===== src/rtl/fetch_queue_pkg.sv =====
// fetch_queue_pkg: shared widths and constants for the instruction prefetch queue
package fetch_queue_pkg;
    localparam int          ADDR_W_DEF = 32;
    localparam int          INST_W_DEF = 32;
    localparam int          PC_STEP    = 4;
    localparam logic [31:0] NOP_INST   = 32'h0;
endpackage


===== src/rtl/fetch_queue_fifo.sv =====
// fq_fifo: synchronous FIFO of packed words with occupancy count and synchronous clear
module fq_fifo
    import fetch_queue_pkg::*;
#(
    parameter int DEPTH = 4,
    parameter int W     = 64
) (
    input  logic                   clk,
    input  logic                   rst,
    input  logic                   clr,
    input  logic                   wr_en,
    input  logic [W-1:0]           wr_data,
    input  logic                   rd_en,
    output logic [W-1:0]           rd_data,
    output logic [$clog2(DEPTH):0] count,
    output logic                   full,
    output logic                   empty
);
    localparam int PW = $clog2(DEPTH);
    logic [W-1:0]  mem_q [DEPTH];
    logic [PW-1:0] wr_ptr_q, wr_ptr_d, rd_ptr_q, rd_ptr_d;
    logic [PW:0]   count_q, count_d;
    always_comb begin
        wr_ptr_d = clr ? '0 : wr_ptr_q + PW'(wr_en);
        rd_ptr_d = clr ? '0 : rd_ptr_q + PW'(rd_en);
        count_d  = clr ? '0 : count_q + (PW+1)'(wr_en) - (PW+1)'(rd_en);
    end
    always_ff @(posedge clk or posedge rst) begin
        if (rst) begin
            wr_ptr_q <= '0;
            rd_ptr_q <= '0;
            count_q  <= '0;
        end else begin
            wr_ptr_q <= wr_ptr_d;
            rd_ptr_q <= rd_ptr_d;
            count_q  <= count_d;
        end
    end
    // storage is intentionally left unreset; occupancy alone decides validity
    always_ff @(posedge clk) begin
        if (wr_en) mem_q[wr_ptr_q] <= wr_data;
    end
    assign rd_data = mem_q[rd_ptr_q];
    assign count   = count_q;
    assign full    = count_q == (PW+1)'(DEPTH);
    assign empty   = count_q == '0;
endmodule


===== src/rtl/fetch_queue.sv =====
// fetch_queue: instruction prefetch queue owning the fetch PC, with redirect flush
module fetch_queue
    import fetch_queue_pkg::*;
#(
    parameter int DEPTH  = 4,
    parameter int ADDR_W = ADDR_W_DEF,
    parameter int INST_W = INST_W_DEF
) (
    input  logic              clk,
    input  logic              rst,
    input  logic              redirect,
    input  logic [ADDR_W-1:0] redirect_pc,
    output logic [ADDR_W-1:0] imem_addr,
    input  logic [INST_W-1:0] imem_data,
    input  logic              deq_en,
    output logic              out_valid,
    output logic [INST_W-1:0] out_inst,
    output logic [ADDR_W-1:0] out_pc,
    output logic [ADDR_W-1:0] out_pc4,
    output logic              full
);
    localparam int W = ADDR_W + INST_W;
    logic [ADDR_W-1:0]      fetch_pc_q, fetch_pc_d;
    logic [W-1:0]           head;
    logic [$clog2(DEPTH):0] count;
    logic                   empty, do_deq, do_enq;
    always_comb begin
        do_deq     = deq_en & out_valid;
        do_enq     = ~redirect & (~full | do_deq);
        fetch_pc_d = redirect ? (redirect_pc & ~ADDR_W'(3)) :
                     do_enq   ? fetch_pc_q + ADDR_W'(PC_STEP) : fetch_pc_q;
    end
    always_ff @(posedge clk or posedge rst) begin
        if (rst) fetch_pc_q <= '0;
        else     fetch_pc_q <= fetch_pc_d;
    end
    fq_fifo #(.DEPTH(DEPTH), .W(W)) u_fifo (
        .clk     (clk),
        .rst     (rst),
        .clr     (redirect),
        .wr_en   (do_enq),
        .wr_data ({fetch_pc_q, imem_data}),
        .rd_en   (do_deq),
        .rd_data (head),
        .count   (count),
        .full    (full),
        .empty   (empty)
    );
    assign imem_addr = fetch_pc_q;
    assign out_valid = count != '0;
    assign out_inst  = empty ? INST_W'(NOP_INST) : head[INST_W-1:0];
    assign out_pc    = empty ? '0 : head[W-1:INST_W];
    assign out_pc4   = out_pc + ADDR_W'(PC_STEP);
endmodule


===== config.mk =====
export PLATFORM = sky130hd
export DESIGN_NAME = fetch_queue
export DESIGN_NICKNAME = d
export VERILOG_FILES = /design/src/rtl/fetch_queue_pkg.sv /design/src/rtl/fetch_queue_fifo.sv /design/src/rtl/fetch_queue.sv
export SDC_FILE = /design/constraint.sdc
export NUM_CORES = 1
export LEC_CHECK = 0
export CAP_MARGIN = 20
export CORE_AREA = 2 2 192 194
export DETAILED_ROUTE_END_ITERATION = 10
export DIE_AREA = 0 0 194 196
export PLACE_DENSITY = 0.64
export REMOVE_ABC_BUFFERS = 1
export SLEW_MARGIN = 20
export SYNTH_ARGS = -nofsm -noshare
export SYNTH_HDL_FRONTEND = slang
export SYNTH_SLANG_ARGS = --single-unit

===== constraint.sdc =====
create_clock -name clk -period 22.7 [get_ports clk]
set_clock_uncertainty 0.05 [all_clocks]
set_input_delay 3.405 -clock clk [delete_from_list [all_inputs] [get_ports clk]]
set_output_delay 3.405 -clock clk [all_outputs]
set_load 0.01 [all_outputs]

==> results.py, run 1 <==
metrics = {
    "timing": {
        "setup_ws_ps": 14620,
        "setup_viol": 0,
        "finalCritPeriodShare_pct": 35.6,
        "worst_slew_pin_slew_ps": 1040,
        "slew_headroom_pct": 30.8,
        "hold_violations": 0,
        "rsz0062_at_grt": "no",
        "period_needed_ps": 8080,
        "max_freq_ghz": 0.124,
        "slew_viol_final": 0,
        "fin_tns_setup_ps": 0,
    },
    "final_layout": {
        "syn2layout_area_growth_pct": 27.9,
        "fillerInstances": 3228,
        "drive_gt1_share_pct": 14.8,
        "fin_util_pct": 43.9,
        "num_antenna_cells": 0,
        "nets": 1034,
    },
    "synthesis": {
        "ys_ff_latch": 285,
        "syn_avg_cell_area_sq_um": 16.3,
        "ys.flop_type": "edfxtp_1",
        "synth_edf_count": 248,
        "synth-async-reset-ratio_pct": 13.0,
        "yosys-top-cells-area": "edfxtp_1, mux4_2, dfrtp_1, and2_1, nand2_1",
        "synth_top_area_share_pct": 60.2,
        "ys_seq_area_share_pct": 67.7,
        "yosysWarnings": 0,
        "synth_cell_type_count": 47,
        "synth_cells": 760,
        "yosysTopAreaCell": "edfxtp_1",
        "syn-cell-area_sq_um": 12400,
    },
    "cts": {
        "cts-root-buf": "clkbuf_16",
        "clk_path_buf_depth": 3,
        "cts_buffers": 30,
        "ctsResizeCount": 0,
        "hold_buffers": 0,
        "clkSinkCount": 285,
        "path_clk_slew_ps": 60,
        "cts_tree": "done",
        "clk-insertion-delay-late_ps": 550,
        "cts_setup_buffers": 0,
        "htree_levels": 1,
    },
    "worst_hold_path": {
        "min_from": "imem_addr[31]",
        "min_path_cells": 0,
        "holdCritPathClass": "reg2reg",
    },
    "setup_path": {
        "cp-startpoint": "u_fifo.rd_ptr_q[0]",
        "crit_end": "out_pc4[31]",
        "critPathMaxFanout": 49,
        "cp.required_ps": 19250,
        "critPathCaptureType": "primary output",
        "r2r_start": "u_fifo.count[1]",
        "startpoint_type": "register",
        "crit_type": "reg2out",
        "critPathArrivalTime_ps": 4620,
        "reg2reg_slack_ps": 20090,
        "r2r_cells": 11,
        "r2r-end": "u_fifo.count[2]",
    },
    "drt": {
        "vias": 7002,
        "drt-pass1-iter-count": 4,
        "wirelength_um": 27200,
        "viasPerCell": 4.82,
        "routedWlPerCell_um": 18.7,
        "ant_nets": 0,
        "drc": 0,
        "drt-initial-drc-count": 416,
    },
    "power": {
        "p_clk_share_pct": 29.3,
        "p_seq_share_pct": 39.0,
        "power_leakage_nw": 5.29,
        "peakVddDrop_mv": 0.0586,
        "power_mw": 1.72,
        "p_int_mw": 1.23,
        "power_switching_mw": 0.491,
        "powerDensity_nw_per_um2": 109,
        "p_comb_share_pct": 31.8,
        "p_sw_share_pct": 28.6,
    },
    "floorplanning": {
        "rows": 70,
        "chipWidth_um": 194,
        "start_util_pct": 34.3,
        "die-area_sq_um": 38000,
        "io_pins": 198,
        "fp.dieH_um": 196,
        "core_area_sq_um": 36100,
    },
    "place": {
        "pre_cts_ws_ps": 15030,
        "numPortBuffers": 189,
        "gp_congestion": 0.779,
        "dp_hpwl_um": 18000,
    },
    "grt": {
        "grt_pass1_vias": 7220,
        "grt_max_degree": 70,
        "grt_first_pass_wirelength_um": 42200,
        "grt_usage_pct": 14.2,
        "grt-ovfl-total": 0,
        "antenna_found_initial": 0,
    },
    "run": {
        "cap_violations": 0,
    },
    "outcome": {
        "outcome": "finished, final reports clean",
    },
}
worst min-delay path by stage:
stage / end / slack, ps
2_1_floorplan: u_fifo.wr_ptr_q[1] / 500
3_3_place_gp: u_fifo.mem_q[1][63] / 510
3_5_place_dp: u_fifo.mem_q[1][63] / 530
4_1_cts: u_fifo.mem_q[1][63] / 540
5_1_grt: u_fifo.mem_q[1][63] / 600
6_report: u_fifo.mem_q[1][63] / 560
stage by stage:
step                      hold slack, ps  instance area [sq um]  cells
final                                563                  15800   1452
after global routing                 604                  15800   1452
after CTS                            539                  15800   1451
after detailed placement             526                  14800   1395
after global placement               513                  14800   1395
after floorplan                      504                  12200    725
synthesized netlist by cell type (all sizes together) (5+ instances only):
cell type and n:
edfxtp 248, nand2 79, mux4 64, and2 54
dfrtp 37, o21ai 35, xor2 32, xnor2 28
nor2 26, buf 23, nand3 20, clkbuf 17
nand4 15, inv 14, and4 8, nor2b 7
nor3 7, ha 5, mux2 5, nor4b 5
metal layers:
layer  vias to the layer above  track usage [%]  wire (um)
met3                        45             1.89        973
met5                         -                0          0
met1                      3517             18.3      11600
li1                       3285                -          -
met4                         0             4.74        720
met2                       155             25.0      13900
cells by family after synthesis:
group	after synthesis	synth area share, %
flip-flops	285	67.7
AND/OR/NAND/NOR	238	10.6
multiplexers	73	12.5
XOR/XNOR	60	4.25
buffers and inverters	54	2.35
AO/OA/AOI/OAI	43	1.90
adder cells (fa/ha/maj)	6	0.667
other	1	0.0303
critical path, cell delays in order (launching register included):
cell and delay, ps:
dfrtp_4 860, buf_4 760, mux4_2 480, nor4b_4 530, nand2_1 290, nor3_1 370, xor2_1 170, clkdlybuf4s50_1 550
cells in the final DEF, fill, tap and decap left out, types with 7 or more instances in the layout:
master,count
nand3_1,19
xnor2_1,28
inv_1,13
clkdlybuf4s50_1,188
edfxtp_1,248
nand2_1,79
nor2_1,25
o21ai_0,35
dfrtp_1,35
xor2_1,32
mux4_2,60
and2_1,54
nand4_1,13
and4_1,8
nor2b_1,7
buf_4,13
clkbuf_16,31
power by group through the flow:
stage | registers (mW) | clock network (mW) | logic [mW]
after global placement | 0.679 | 0 | 0.555
after global routing | 0.677 | 0.537 | 0.586
final | 0.670 | 0.503 | 0.546
after floorplan | 0.688 | 0 | 0.274
after CTS | 0.671 | 0.519 | 0.559
after detailed placement | 0.682 | 0 | 0.558
sequential cells by signal (all words and copies together) (netlist names):
register,cells
u_fifo.rd_ptr_q,2
u_fifo.count,3
imem_addr,30
u_fifo.mem_q,248
u_fifo.wr_ptr_q,2
final cells by class:
class | instances | area (sq um) | area share, %
sequential | 285 | 8380 | 52.9
multi-input combinational | 426 | 3760 | 23.8
timing repair buffer | 203 | 2000 | 12.7
clock buffer | 39 | 846 | 5.34
tap | 468 | 586 | 3.70
clock inverter | 17 | 196 | 1.24
inverter | 14 | 52.6 | 0.332
Note: power is estimated with default switching activity, not from simulation.
==> inputs of run 2 (changes only) <==
- clock period: 22.7 -> 8.4 ns (I/O delays scaled with it)
==> results.py, run 2 (same netlist as run 1, synthesis figures left out) <==
metrics = {
    "cts": {
        "hold_buffers": 0,
        "path_clk_slew_ps": 60,
        "cts_buffers": 34,
        "ctsResizeCount": 0,
        "cts_tree": "done",
        "clk-insertion-delay-late_ps": 500,
        "clkSinkCount": 285,
        "htree_levels": 2,
        "cts-root-buf": "clkbuf_16",
        "cts_setup_buffers": 0,
        "clk_path_buf_depth": 3,
    },
    "drt": {
        "drt-initial-drc-count": 379,
        "wirelength_um": 27500,
        "ant_nets": 0,
        "drt-pass1-iter-count": 4,
        "routedWlPerCell_um": 18.9,
        "drc": 0,
        "vias": 7075,
        "viasPerCell": 4.86,
    },
    "floorplanning": {
        "die-area_sq_um": 38000,
        "rows": 70,
        "chipWidth_um": 194,
        "start_util_pct": 34.3,
        "fp.dieH_um": 196,
        "io_pins": 198,
        "core_area_sq_um": 36100,
    },
    "grt": {
        "grt_busiest_layer": "met2",
        "met2_usage_pct": 25.4,
        "antenna_found_initial": 0,
        "grt_first_pass_wirelength_um": 43000,
        "grt_pass1_vias": 7500,
        "grt.met3_usage_pct": 2.48,
        "grt-ovfl-total": 0,
        "gr-usage-met1_pct": 18.2,
        "grt_usage_pct": 14.6,
        "grt_max_degree": 71,
    },
    "final_layout": {
        "largest_register": "u_fifo.mem_q",
        "syn2layout_area_growth_pct": 28.5,
        "final_common_cell": "edfxtp_1",
        "num_antenna_cells": 0,
        "largest_reg_flops": 248,
        "nets": 1036,
        "layout.cells.non_filler": 1455,
        "drive_gt1_share_pct": 14.8,
        "layout_common_cells": "edfxtp_1, clkdlybuf4s50_1, nand2_1, mux4_2, and2_1",
        "fin_util_pct": 44.1,
        "stdcell_area_sq_um": 15900,
    },
    "setup_path": {
        "critPathArrivalTime_ps": 4660,
        "critPathCaptureType": "primary output",
        "crit_path_max_incr_delay_ps": 1020,
        "cp.required_ps": 7090,
        "crit_type": "reg2out",
        "cp_top_family": "simple AND/OR/NAND/NOR gates",
        "critPathMaxFanout": 46,
        "cp_slowest_cell": "dfrtp_4",
        "path_buf_inv": 2,
        "startpoint_type": "register",
        "path_cells": "buf_4 > mux4_2 > nor4b_4 > nand2_1 > nor3_1 > xor2_1 > clkdlybuf4s50_1",
    },
    "timing": {
        "max_freq_ghz": 0.168,
        "slew_viol_final": 0,
        "hold_ws_ps": 543,
        "rsz0062_at_grt": "no",
        "worst_slew_pin_slew_ps": 1030,
        "finalCritPeriodShare_pct": 71.0,
        "setup_ws_ps": 2430,
        "hold_violations": 0,
        "period_needed_ps": 5970,
        "setup_viol": 0,
        "slew_headroom_pct": 31.5,
        "fin_tns_setup_ps": 0,
    },
    "place": {
        "dp.cells": 1394,
        "place_area_sq_um": 14800,
        "dp_hpwl_um": 17900,
        "pre_cts_ws_ps": 2850,
        "numPortBuffers": 189,
        "gp_congestion": 0.762,
    },
    "outcome": {
        "outcome": "finished, final reports clean",
    },
    "worst_hold_path": {
        "holdCritPathClass": "reg2reg",
    },
    "power": {
        "power_leakage_nw": 5.32,
        "powerDensity_nw_per_um2": 299,
        "power_mw": 4.76,
        "peakVddDrop_mv": 0.154,
    },
    "run": {
        "cap_violations": 0,
    },
}
## run 2: cell types whose count changed in the layout (fill, tap and decap cells not counted)
cell and delta:
clkinvlp_4 -1, clkinv_1 -1, inv_6 +2, buf_4 -1, bufinv_16 +1, clkbuf_1 +4, clkbuf_16 +4, clkbuf_8 -4
buf_12 -1
## run 2: where the power goes
part	internal, mW	switching (mW)
Clock	0.924	0.549
Combinational	0.797	0.664
Sequential	1.69	0.137
## run 2: worst paths after layout
check                                         from             endpoint  slack [ps]  depth (start not counted)
worst max-delay path            u_fifo.rd_ptr_q[0]          out_pc4[31]        2430                          7
min in group asynchronous                      rst        imem_addr[19]        1160                          3
max in group asynchronous                      rst   u_fifo.rd_ptr_q[0]        6760                          3
worst min register to register       imem_addr[31]  u_fifo.mem_q[2][63]         540                          0
worst max register to register     u_fifo.count[2]   u_fifo.mem_q[2][3]        5590                          5
worst min-delay path                 imem_addr[31]  u_fifo.mem_q[2][63]         540                          0
## run 2: routing by layer
metal | wire [um] | vias to the layer above
met3 | 1020 | 43
met2 | 14100 | 153
met5 | 0 | -
met1 | 11600 | 3589
li1 | - | 3290
met4 | 754 | 0
## run 2: layout make-up
cell class / instances / area [sq um]
sequential: 285 / 8380
tap: 468 / 586
fill: 3248 / 20200
clock inverter: 18 / 233
timing repair buffer: 201 / 1980
multi-input combinational: 426 / 3760
inverter: 14 / 52.6
clock buffer: 43 / 906
